$ cat config.mk
export PLATFORM = sky130hd
export DESIGN_NAME = secuenciador_if_flat
export DESIGN_NICKNAME = d
export VERILOG_FILES = /design/src/rtl/secuenciador_if_pkg.sv /design/src/rtl/secuenciador_if_if.sv /design/src/rtl/secuenciador_if_contador_saturado.sv /design/src/rtl/secuenciador_if.sv /design/src/flat_wrapper.sv
export SDC_FILE = /design/constraint.sdc
export NUM_CORES = 1
export LEC_CHECK = 0
export CORE_MARGIN = 4
export CORE_UTILIZATION = 47
export DETAILED_ROUTE_END_ITERATION = 10
export GPL_ROUTABILITY_DRIVEN = 0
export PLACE_DENSITY = 0.95
export RECOVER_POWER = 25
export SYNTH_ARGS = -nofsm -noshare
export SYNTH_HDL_FRONTEND = slang
export SYNTH_SLANG_ARGS = --single-unit
$ cat constraint.sdc
create_clock -name i_clock -period 3.2 [get_ports i_clock]
set_clock_uncertainty 0.05 [all_clocks]
set_input_delay 0.8 -clock i_clock [delete_from_list [all_inputs] [get_ports i_clock]]
set_output_delay 0.8 -clock i_clock [all_outputs]
set_load 0.005 [all_outputs]
$ cat src/rtl/secuenciador_if_pkg.sv
// Shared definitions for the IF-stage sequencer: widths, HALT encoding and FSM state codes.
// Also reused by the debug unit so both sides agree on the encodings.
package secuenciador_if_pkg;

  localparam int RAM_WIDTH_PROGRAMA = 32;
  localparam int CANT_BITS_ADDR     = 11;
  localparam int RAM_DEPTH_PROGRAMA = 2048;
  localparam int CANT_BITS_CICLOS   = 16;
  localparam logic [RAM_WIDTH_PROGRAMA-1:0] HALT_WORD = 32'hFFFFFFFF;

  typedef enum logic [2:0] {
    IDLE   = 3'd0,
    LOAD   = 3'd1,
    WRITE  = 3'd2,
    READY  = 3'd3,
    RUN    = 3'd4,
    STEP   = 3'd5,
    HALTED = 3'd6
  } estado_t;

  function automatic logic es_halt(input logic [RAM_WIDTH_PROGRAMA-1:0] palabra);
    return palabra == HALT_WORD;
  endfunction

endpackage

$ cat src/rtl/secuenciador_if_if.sv
// Debug-unit / program-memory bundle around the IF sequencer.
// o_checksum exists only when IF_SEQ_CHECKSUM_EN is defined.
interface secuenciador_if_if;
  import secuenciador_if_pkg::*;

  logic                          i_load_start;
  logic                          i_instr_valid;
  logic [RAM_WIDTH_PROGRAMA-1:0] i_instr_data;
  logic                          o_instr_ready;
  logic                          i_run;
  logic                          i_step;
  logic [RAM_WIDTH_PROGRAMA-1:0] i_instruction;
  logic                          o_enable_mem;
  logic                          o_write_read_mem;
  logic                          o_control_mux_addr_mem;
  logic [CANT_BITS_ADDR-1:0]     o_addr_mem_programa;
  logic [RAM_WIDTH_PROGRAMA-1:0] o_data_mem_programa;
  logic                          o_enable_contador_PC;
  logic [2:0]                    o_estado;
  logic                          o_halted;
  logic                          o_error_overflow;
  logic [CANT_BITS_ADDR:0]       o_cant_instr;
  logic [CANT_BITS_CICLOS-1:0]   o_cant_ciclos;
`ifdef IF_SEQ_CHECKSUM_EN
  logic [RAM_WIDTH_PROGRAMA-1:0] o_checksum;
`endif

  modport master (
    output i_load_start, i_instr_valid, i_instr_data, i_run, i_step, i_instruction,
    input  o_instr_ready, o_enable_mem, o_write_read_mem, o_control_mux_addr_mem,
    input  o_addr_mem_programa, o_data_mem_programa, o_enable_contador_PC, o_estado,
    input  o_halted, o_error_overflow, o_cant_instr, o_cant_ciclos
`ifdef IF_SEQ_CHECKSUM_EN
    , input o_checksum
`endif
  );

  modport slave (
    input  i_load_start, i_instr_valid, i_instr_data, i_run, i_step, i_instruction,
    output o_instr_ready, o_enable_mem, o_write_read_mem, o_control_mux_addr_mem,
    output o_addr_mem_programa, o_data_mem_programa, o_enable_contador_PC, o_estado,
    output o_halted, o_error_overflow, o_cant_instr, o_cant_ciclos
`ifdef IF_SEQ_CHECKSUM_EN
    , output o_checksum
`endif
  );

endinterface

$ cat src/rtl/secuenciador_if_contador_saturado.sv
// Saturating enable counter with synchronous clear; clear has priority over enable.
module contador_saturado #(
  parameter int WIDTH = 16
) (
  input  logic             i_clock,
  input  logic             i_clear,
  input  logic             i_enable,
  output logic [WIDTH-1:0] o_cuenta
);

  always_ff @(posedge i_clock) begin
    if (i_clear)
      o_cuenta <= '0;
    else if (i_enable && (o_cuenta != '1))
      o_cuenta <= o_cuenta + WIDTH'(1);
  end

endmodule

$ cat src/rtl/secuenciador_if.sv
// IF-stage sequencer: loads program memory from the debug unit, then gates the PC for run/step.
// Optional IF_SEQ_CHECKSUM_EN adds a running XOR of the words written in the current load.
//
// state  | meaning
// IDLE   | after reset, waiting for a load request
// LOAD   | ready for the next instruction word
// WRITE  | one-cycle write of the latched word
// READY  | program loaded, waiting for run or step
// RUN    | PC advances every cycle until HALT is fetched
// STEP   | single fetch, then back to READY
// HALTED | HALT fetched; only a new load or reset leaves
module secuenciador_if
  import secuenciador_if_pkg::*;
(
  input logic              i_clock,
  input logic              i_soft_reset,
  secuenciador_if_if.slave bus
);

  localparam logic [CANT_BITS_ADDR-1:0] ADDR_ULTIMA = CANT_BITS_ADDR'(RAM_DEPTH_PROGRAMA - 1);

  estado_t                       estado;
  logic [CANT_BITS_ADDR-1:0]     addr;
  logic [RAM_WIDTH_PROGRAMA-1:0] dato;
  logic [CANT_BITS_ADDR:0]       cant_instr;
  logic                          instr_ready, write_read, control_mux, halted, overflow;
  logic                          halt_fetch, dato_halt, fin_carga, enable_pc, clear_ciclos;
`ifdef IF_SEQ_CHECKSUM_EN
  logic [RAM_WIDTH_PROGRAMA-1:0] checksum;
`endif

  assign halt_fetch = es_halt(bus.i_instruction);
  assign dato_halt  = es_halt(dato);
  // The address never wraps: writing the last word ends the load even without HALT.
  assign fin_carga  = dato_halt || (addr == ADDR_ULTIMA);
  assign enable_pc  = ((estado == RUN) || (estado == STEP)) && !halt_fetch;
  assign clear_ciclos = !i_soft_reset
                     || ((estado == WRITE) && fin_carga)
                     || ((estado == STEP) && !halt_fetch);

  always_ff @(posedge i_clock) begin
    if (!i_soft_reset) begin
      estado      <= IDLE;
      addr        <= '0;
      dato        <= '0;
      cant_instr  <= '0;
      instr_ready <= 1'b0;
      write_read  <= 1'b0;
      control_mux <= 1'b0;
      halted      <= 1'b0;
      overflow    <= 1'b0;
`ifdef IF_SEQ_CHECKSUM_EN
      checksum    <= '0;
`endif
    end else begin
      case (estado)
        IDLE, READY, HALTED: begin
          if (bus.i_load_start) begin
            estado      <= LOAD;
            addr        <= '0;
            cant_instr  <= '0;
            overflow    <= 1'b0;
            halted      <= 1'b0;
            control_mux <= 1'b1;
            instr_ready <= 1'b1;
`ifdef IF_SEQ_CHECKSUM_EN
            checksum    <= '0;
`endif
          end else if (estado == READY) begin
            if (bus.i_run)
              estado <= RUN;
            else if (bus.i_step)
              estado <= STEP;
          end
        end
        LOAD: begin
          if (bus.i_instr_valid) begin
            dato        <= bus.i_instr_data;
            estado      <= WRITE;
            instr_ready <= 1'b0;
            write_read  <= 1'b1;
          end
        end
        WRITE: begin
          write_read <= 1'b0;
          cant_instr <= cant_instr + 1'b1;
`ifdef IF_SEQ_CHECKSUM_EN
          checksum   <= checksum ^ dato;
`endif
          if (fin_carga) begin
            estado      <= READY;
            control_mux <= 1'b0;
            overflow    <= !dato_halt;
          end else begin
            addr        <= addr + 1'b1;
            estado      <= LOAD;
            instr_ready <= 1'b1;
          end
        end
        RUN: begin
          if (halt_fetch) begin
            estado <= HALTED;
            halted <= 1'b1;
          end
        end
        STEP: begin
          if (halt_fetch) begin
            estado <= HALTED;
            halted <= 1'b1;
          end else begin
            estado <= READY;
          end
        end
        default: estado <= IDLE;
      endcase
    end
  end

  contador_saturado #(.WIDTH(CANT_BITS_CICLOS)) u_contador_ciclos (
    .i_clock  (i_clock),
    .i_clear  (clear_ciclos),
    .i_enable (enable_pc),
    .o_cuenta (bus.o_cant_ciclos)
  );

  assign bus.o_instr_ready          = instr_ready;
  assign bus.o_enable_mem           = 1'b1;
  assign bus.o_write_read_mem       = write_read;
  assign bus.o_control_mux_addr_mem = control_mux;
  assign bus.o_addr_mem_programa    = addr;
  assign bus.o_data_mem_programa    = dato;
  assign bus.o_enable_contador_PC   = enable_pc;
  assign bus.o_estado               = estado;
  assign bus.o_halted               = halted;
  assign bus.o_error_overflow       = overflow;
  assign bus.o_cant_instr           = cant_instr;
`ifdef IF_SEQ_CHECKSUM_EN
  assign bus.o_checksum             = checksum;
`endif

endmodule
$ cat src/flat_wrapper.sv
// flat-port wrapper written by rule: the top's interface ports become plain ports
module secuenciador_if_flat import secuenciador_if_pkg::*;
  (i_clock, i_soft_reset, bus_i_load_start, bus_i_instr_valid, bus_i_instr_data, bus_i_run, bus_i_step, bus_i_instruction, bus_o_instr_ready, bus_o_enable_mem, bus_o_write_read_mem, bus_o_control_mux_addr_mem, bus_o_addr_mem_programa, bus_o_data_mem_programa, bus_o_enable_contador_PC, bus_o_estado, bus_o_halted, bus_o_error_overflow, bus_o_cant_instr, bus_o_cant_ciclos);
  secuenciador_if_if bus_i ();
  input logic i_clock;
  input logic i_soft_reset;
  input wire logic [$bits(bus_i.i_load_start)-1:0] bus_i_load_start;
  input wire logic [$bits(bus_i.i_instr_valid)-1:0] bus_i_instr_valid;
  input wire logic [$bits(bus_i.i_instr_data)-1:0] bus_i_instr_data;
  input wire logic [$bits(bus_i.i_run)-1:0] bus_i_run;
  input wire logic [$bits(bus_i.i_step)-1:0] bus_i_step;
  input wire logic [$bits(bus_i.i_instruction)-1:0] bus_i_instruction;
  output wire logic [$bits(bus_i.o_instr_ready)-1:0] bus_o_instr_ready;
  output wire logic [$bits(bus_i.o_enable_mem)-1:0] bus_o_enable_mem;
  output wire logic [$bits(bus_i.o_write_read_mem)-1:0] bus_o_write_read_mem;
  output wire logic [$bits(bus_i.o_control_mux_addr_mem)-1:0] bus_o_control_mux_addr_mem;
  output wire logic [$bits(bus_i.o_addr_mem_programa)-1:0] bus_o_addr_mem_programa;
  output wire logic [$bits(bus_i.o_data_mem_programa)-1:0] bus_o_data_mem_programa;
  output wire logic [$bits(bus_i.o_enable_contador_PC)-1:0] bus_o_enable_contador_PC;
  output wire logic [$bits(bus_i.o_estado)-1:0] bus_o_estado;
  output wire logic [$bits(bus_i.o_halted)-1:0] bus_o_halted;
  output wire logic [$bits(bus_i.o_error_overflow)-1:0] bus_o_error_overflow;
  output wire logic [$bits(bus_i.o_cant_instr)-1:0] bus_o_cant_instr;
  output wire logic [$bits(bus_i.o_cant_ciclos)-1:0] bus_o_cant_ciclos;
  assign bus_i.i_load_start = bus_i_load_start;
  assign bus_i.i_instr_valid = bus_i_instr_valid;
  assign bus_i.i_instr_data = bus_i_instr_data;
  assign bus_i.i_run = bus_i_run;
  assign bus_i.i_step = bus_i_step;
  assign bus_i.i_instruction = bus_i_instruction;
  assign bus_o_instr_ready = bus_i.o_instr_ready;
  assign bus_o_enable_mem = bus_i.o_enable_mem;
  assign bus_o_write_read_mem = bus_i.o_write_read_mem;
  assign bus_o_control_mux_addr_mem = bus_i.o_control_mux_addr_mem;
  assign bus_o_addr_mem_programa = bus_i.o_addr_mem_programa;
  assign bus_o_data_mem_programa = bus_i.o_data_mem_programa;
  assign bus_o_enable_contador_PC = bus_i.o_enable_contador_PC;
  assign bus_o_estado = bus_i.o_estado;
  assign bus_o_halted = bus_i.o_halted;
  assign bus_o_error_overflow = bus_i.o_error_overflow;
  assign bus_o_cant_instr = bus_i.o_cant_instr;
  assign bus_o_cant_ciclos = bus_i.o_cant_ciclos;
  secuenciador_if u_core (.i_clock(i_clock), .i_soft_reset(i_soft_reset), .bus(bus_i));
endmodule
==> results of run 1 <==
worst max path at each step:
stage | from | to | slack [ns] | depth (start not counted)
final | bus_i_instruction[1] | bus_o_enable_contador_PC | 0.05 | 6
after global routing | bus_i_instruction[14] | u_core.u_contador_ciclos.o_cuenta[15] | -0.02 | 14
after CTS | bus_i_instruction[7] | u_core.u_contador_ciclos.o_cuenta[15] | 0.02 | 14
after detailed placement | bus_i_instruction[22] | bus_o_enable_contador_PC | -0.30 | 6
after global placement | bus_i_instruction[23] | bus_o_enable_contador_PC | -0.27 | 6
after floorplan | bus_i_instruction[23] | bus_o_enable_contador_PC | 0.48 | 5
tightest hold or removal path: stages (launching register included):
cell	delay [ns]
dfxtp_1	0.32
nand2_1	0.05
a21oi_1	0.05
flip-flops by register name, summed over array words and instances, names as in the netlist:
register,cells
u_core.bus.o_data_mem_programa,32
u_core.bus.o_cant_instr,12
u_core.bus.o_control_mux_addr_mem,1
u_core.u_contador_ciclos.o_cuenta,16
u_core.bus.o_error_overflow,1
u_core.bus.o_write_read_mem,1
u_core.bus.o_estado,3
u_core.bus.o_addr_mem_programa,11
u_core.bus.o_halted,1
u_core.bus.o_instr_ready,1
routing by layer:
metal,up-vias,wire [um],track usage [%]
met5,-,0,0
met4,0,99,8.09
met3,11,1200,9.14
met2,154,5890,41.0
met1,1922,4520,25.7
li1,2021,-,-
kinds of logic (layout without fill, tap and decap cells):
family / Yosys count / after routing / synth area share, %
fa+ha+maj: 3 / 3 / 0.982
mux: 3 / 3 / 0.819
xor+xnor: 5 / 5 / 1.15
compound gates: 131 / 131 / 22.1
buf+inv: 34 / 197 / 4.42
other cells: 1 / 1 / 0.0981
simple gates: 208 / 208 / 29.1
flops: 79 / 79 / 41.4
cell type report:
cell class	instances	area, sq um	area share, %
Timing Repair Buffer	172	1670	29.0
Multi-Input combinational cell	351	2080	36.0
Clock buffer	11	141	2.45
Sequential cell	79	1580	27.4
Clock inverter	5	129	2.24
Inverter	9	33.8	0.586
Tap cell	102	128	2.21
stage by stage:
stage               setup TNS (ns)  power [mW]  utilization (%)
floorplan                        0        1.85                -
global placement            -0.270        2.29             69.4
detailed placement          -0.305        2.33             69.4
CTS                              0        3.32             73.6
global route               -0.0181        3.49             73.8
finish                           0        3.32             73.8
cells in the final DEF (no fill, tap or decap), types with 5 or more instances in the layout:
master,instances
a21oi_1,68
a31oi_1,6
and3_1,10
and4_1,5
buf_4,22
clkbuf_8,10
clkdlybuf4s50_1,143
dfxtp_1,79
inv_1,8
nand2_1,87
nand3_1,12
nand4_1,23
nor2_1,23
nor3_1,7
o21a_1,6
o21ai_0,9
o31ai_1,9
or3_1,7
or4_1,7
repair_timing:
action	4_1_cts	5_1_grt
gates resized for setup	4	6
pin swaps	4	1
endpoints found under the setup margin	1	5
gates cloned	0	0
setup buffers	8	0
power by group through the flow:
stage | Clock, mW | Sequential (mW) | Combinational (mW)
after floorplan | 0 | 1.21 | 0.639
after global placement | 0 | 1.21 | 1.07
after detailed placement | 0 | 1.22 | 1.11
after CTS | 1.00 | 1.20 | 1.12
after global routing | 1.04 | 1.21 | 1.23
final | 0.994 | 1.20 | 1.13
==> reports/qor.yml, run 1 <==
min_path:
  holdPathEnd: "u_core.bus.o_write_read_mem"
  min_path_cells: 2
  hold_start: "u_core.bus.o_write_read_mem"
  min_path_type: "flop to flop"
pwr:
  switching_share_pct: 32.2
  power.switching_mw: 1.07
  vdd_ir_drop_max_mv: 0.387
  pwr-share-comb_pct: 34.0
  p_seq_share_pct: 36.1
  power.leakage_nw: 2.00
  power_density_nw_per_um2: 576
  clkPwrFrac_pct: 29.9
  internal_power_mw: 2.25
sta:
  setup_viol: 0
  slew-limit-headroom_pct: 0.954
  fmax_mhz: 318
  tightest_slew_ns: 1.49
  slew_viol_final: 0
  setup_slack_ns: 0.0543
  grt_setup_unrepaired: "true"
  finalHoldViolCount: 0
  timing.final.crit_share_pct: 98.3
  whs_ns: 0.413
  period_needed_ns: 3.15
route:
  drc: 0
  ant_nets: 0
  vias_per_cell: 5.64
  drtIter0Drc: 211
  routed_wirelength_mm: 11.7
  wl_per_cell_um: 16.1
  num_vias: 4108
  first_pass_iters: 4
setup_path:
  worst_setup_path_end_kind: "primary output"
  crit_path_max_incr_delay_ns: 0.57
  r2r_setup_slack_ns: 0.83
  reg2regPathDepth: 6
  reg2reg_to: "u_core.bus.o_data_mem_programa[4]"
  cp-start-kind: "input port"
  crit_chain: "clkdlybuf4s50_1 -> nand4_1 -> or4_4 -> o21ai_4 -> inv_2 -> buf_6"
  crit_required_ns: 2.35
  cp_max_fo: 2
  cp_slowest_cell: "or4_4"
  critical_path_class: "input port to primary output"
  path_buf_inv: 3
  r2r-start: "u_core.bus.o_estado[1]"
  cp.arrival_ns: 2.30
  critPathTopFamily: "simple AND/OR/NAND/NOR gates"
synthesis:
  yosys-top-cells-area: "dfxtp_1 41%, a21oi_1 8.9%, nand2_1 8.5%"
  synthCells: 464
  yosysMostFrequentCell: "nand2_1"
  syn_nets: 537
  mappedNetlistArea_sq_um: 3820
  asyncSetResetFlopFracSynth_pct: 0
  dominantRegCellSynth: "dfxtp_1"
  yosysTopAreaCell: "dfxtp_1"
  avgSynthCellArea_sq_um: 8.24
  synth_edf_count: 0
  ys_seq_elements: 79
  synth_warnings: 0
  synth_top_area_share_pct: 41.4
  ys_seq_area_share_pct: 41.4
  synthTopCellsByCount: "87 x nand2_1, 79 x dfxtp_1, 68 x a21oi_1"
  yosysUniqueCellTypes: 64
placed_design:
  dpl_cell_area_sq_um: 5420
  place_ws_ns: -0.305
  dp_hpwl_mm: 8.72
  io_buffers: 149
  placed_cells: 705
floorplanning:
  die_h_um: 98.2
  io_pins: 151
  initial_core_util_pct: 48.9
  fp.dieW_um: 98.2
  row_count: 32
  core-area_sq_um: 7810
  dieArea_sq_um: 9640
clocking:
  cts.clk_slew.worst_paths_ns: 0.08
  cts_buffers: 9
  cts_tree: "built"
  htree_levels: 3
  clock-sinks: 79
  hold_buffers: 0
  cts_root_buf: "clkbuf_8"
  clock_latency_ns: 0.36
  clockBufferDepth: 2
grt:
  grtUsageTotal_pct: 23.4
  grt_overflow_total: 0
  grt_max_degree: 35
  grt_pass1_wl_mm: 18.7
  grt_pass1_vias: 3993
  antenna_found_initial: 0
final_layout:
  stdcell_area_sq_um: 5760
  layoutNonFillerInstCount: 729
  nets: 695
  area_growth_syn_to_layout_pct: 50.8
  nFillCells: 561
  final_layout_size_suffix_gt1_share_pct: 9.09
  n_antenna_cell: 0
job:
  drv_cap: 0
status:
  run_status: "finished, final reports clean"
Power figures use the tool's default switching activity.
==> run 2: changes to the inputs <==
CORE_UTILIZATION = 30   (was 47)
PLACE_DENSITY = 0.69   (was 0.95)
==> run 2 against run 1 <==
Effect of this change:
- via count grew 0.34%
- combinational power down 4%
- routed wire length is 5.2% higher
- hold slack gained 0.0053 ns
- total power increased by 1.1%
- sequential power is essentially flat
- maximum frequency fell by 1.7%
- first-iteration DRC count up 41%
- clock-buffer cell count stayed put
- non-clock buffer count grew 1
- sequential share of layout area is 0.53 points lower
- global-route usage decreased by 6.5 points
- critical endpoint unchanged
- largest power group unchanged
==> reports/qor.yml, run 2 (synthesized netlist as in run 1, its figures left out) <==
floorplanning:
  die_h_um: 121
  dieArea_sq_um: 14600
  core-area_sq_um: 12300
  fp.dieW_um: 121
  initial_core_util_pct: 31.2
  io_pins: 151
  row_count: 40
min_path:
  min_path_type: "flop to flop"
  min_path_cells: 2
setup_path:
  worst_setup_path_end_kind: "primary output"
  cp-start-kind: "input port"
  critPathTopFamily: "simple AND/OR/NAND/NOR gates"
  critical_path_class: "input port to primary output"
  path_buf_inv: 3
  crit_required_ns: 2.35
  crit_path_max_incr_delay_ns: 0.59
  cp_max_fo: 2
  cp.arrival_ns: 2.35
  reg2regPathDepth: 6
  crit_chain: "clkdlybuf4s50_1 -> nand4_1 -> or4_4 -> o21ai_4 -> inv_2 -> buf_2"
  crit_cells: 6
  cp_slowest_cell: "or4_4"
sta:
  period_needed_ns: 3.20
  setup_slack_ns: 0.00123
  timing.final.crit_share_pct: 100
  slew-limit-headroom_pct: 39.0
  fmax_mhz: 313
  tightest_slew_ns: 0.915
  grt_setup_unrepaired: "true"
  setup_viol: 0
  slew_viol_final: 0
  finalHoldViolCount: 0
clocking:
  hold_buffers: 0
  cts_root_buf: "clkbuf_16"
  cts.clk_slew.worst_paths_ns: 0.06
  clock_latency_ns: 0.34
  cts_buffers: 9
  clockBufferDepth: 2
  cts_tree: "built"
  htree_levels: 3
  clock-sinks: 79
pwr:
  vdd_ir_drop_max_mv: 0.256
  power_mw: 3.36
  power.leakage_nw: 1.99
  power_density_nw_per_um2: 571
final_layout:
  layout_common_cells: "144 x clkdlybuf4s50_1, 87 x nand2_1, 79 x dfxtp_1"
  ff_latch_area_sq_um: 1580
  area_growth_syn_to_layout_pct: 53.8
  final_common_cell: "clkdlybuf4s50_1"
  nFillCells: 1185
  multiInputGateArea_sq_um: 2080
  nets: 696
  largest_reg_flops: 32
  n_antenna_cell: 0
  final_layout_size_suffix_gt1_share_pct: 9.55
route:
  num_vias: 4122
  vias_per_cell: 5.18
  routed_wirelength_mm: 12.3
  drtIter0Drc: 297
  wl_per_cell_um: 15.5
  drc: 0
  first_pass_iters: 4
  ant_nets: 0
job:
  drv_cap: 0
grt:
  grt_overflow_total: 0
  grt_max_degree: 44
  grt_pass1_vias: 4024
  grtUsageTotal_pct: 16.9
  grt_pass1_wl_mm: 20.0
  antenna_found_initial: 1
placed_design:
  dp_hpwl_mm: 9.05
  place_ws_ns: -0.284
  io_buffers: 149
status:
  run_status: "finished, final reports clean"
-- run 2: cell type report --
type	instances	area share (%)
tap	168	3.58
sequential	79	26.9
inverter	9	0.575
timing repair buffer	173	28.3
clock inverter	5	0.958
multi-input combinational	351	35.3
clock buffer	11	4.30
-- run 2: final timing paths --
path	from	to	slack, ns
setup / recovery	bus_i_instruction[7]	bus_o_enable_contador_PC	0.001
hold / removal	u_core.bus.o_write_read_mem	u_core.bus.o_write_read_mem	0.42
setup reg to reg	u_core.bus.o_estado[2]	u_core.u_contador_ciclos.o_cuenta[14]	0.89
hold reg to reg	u_core.bus.o_write_read_mem	u_core.bus.o_write_read_mem	0.42
-- run 2: tightest hold or removal path, cell delays in order, from the launching register on --
cell and delay (ns):
dfxtp_1 0.31, nand2_1 0.06, a21oi_1 0.06
-- run 2: stage by stage --
stage	hold WS [ns]	area (sq um)	TNS (ns)	utilization, %	std cells
floorplan	0.403	3820	0	-	464
global placement	0.397	5490	-0.261	44.7	769
detailed placement	0.411	5490	-0.284	44.7	769
CTS	0.420	5870	0	47.9	795
global route	0.442	5880	-0.230	47.9	796
finish	0.419	5880	0	47.9	796
-- run 2: repair_timing --
item	in CTS	in global routing
pin swaps	4	2
resized for setup	5	0
endpoints found under the setup margin	1	3
buffers inserted	10	1
-- run 2: power breakdown --
group | internal, mW | leakage (nW) | switching, mW
combinational | 0.525 | 1.20 | 0.553
clock | 0.645 | 0.152 | 0.401
sequential | 1.09 | 0.640 | 0.140
total | 2.26 | 1.99 | 1.09
-- run 2: routing by layer --
metal / global-route usage, % / part of all wire [%]
met5: 0 / 0.097
met4: 6.52 / 1.3
met3: 7.79 / 11
met2: 27.0 / 46
met1: 19.7 / 42
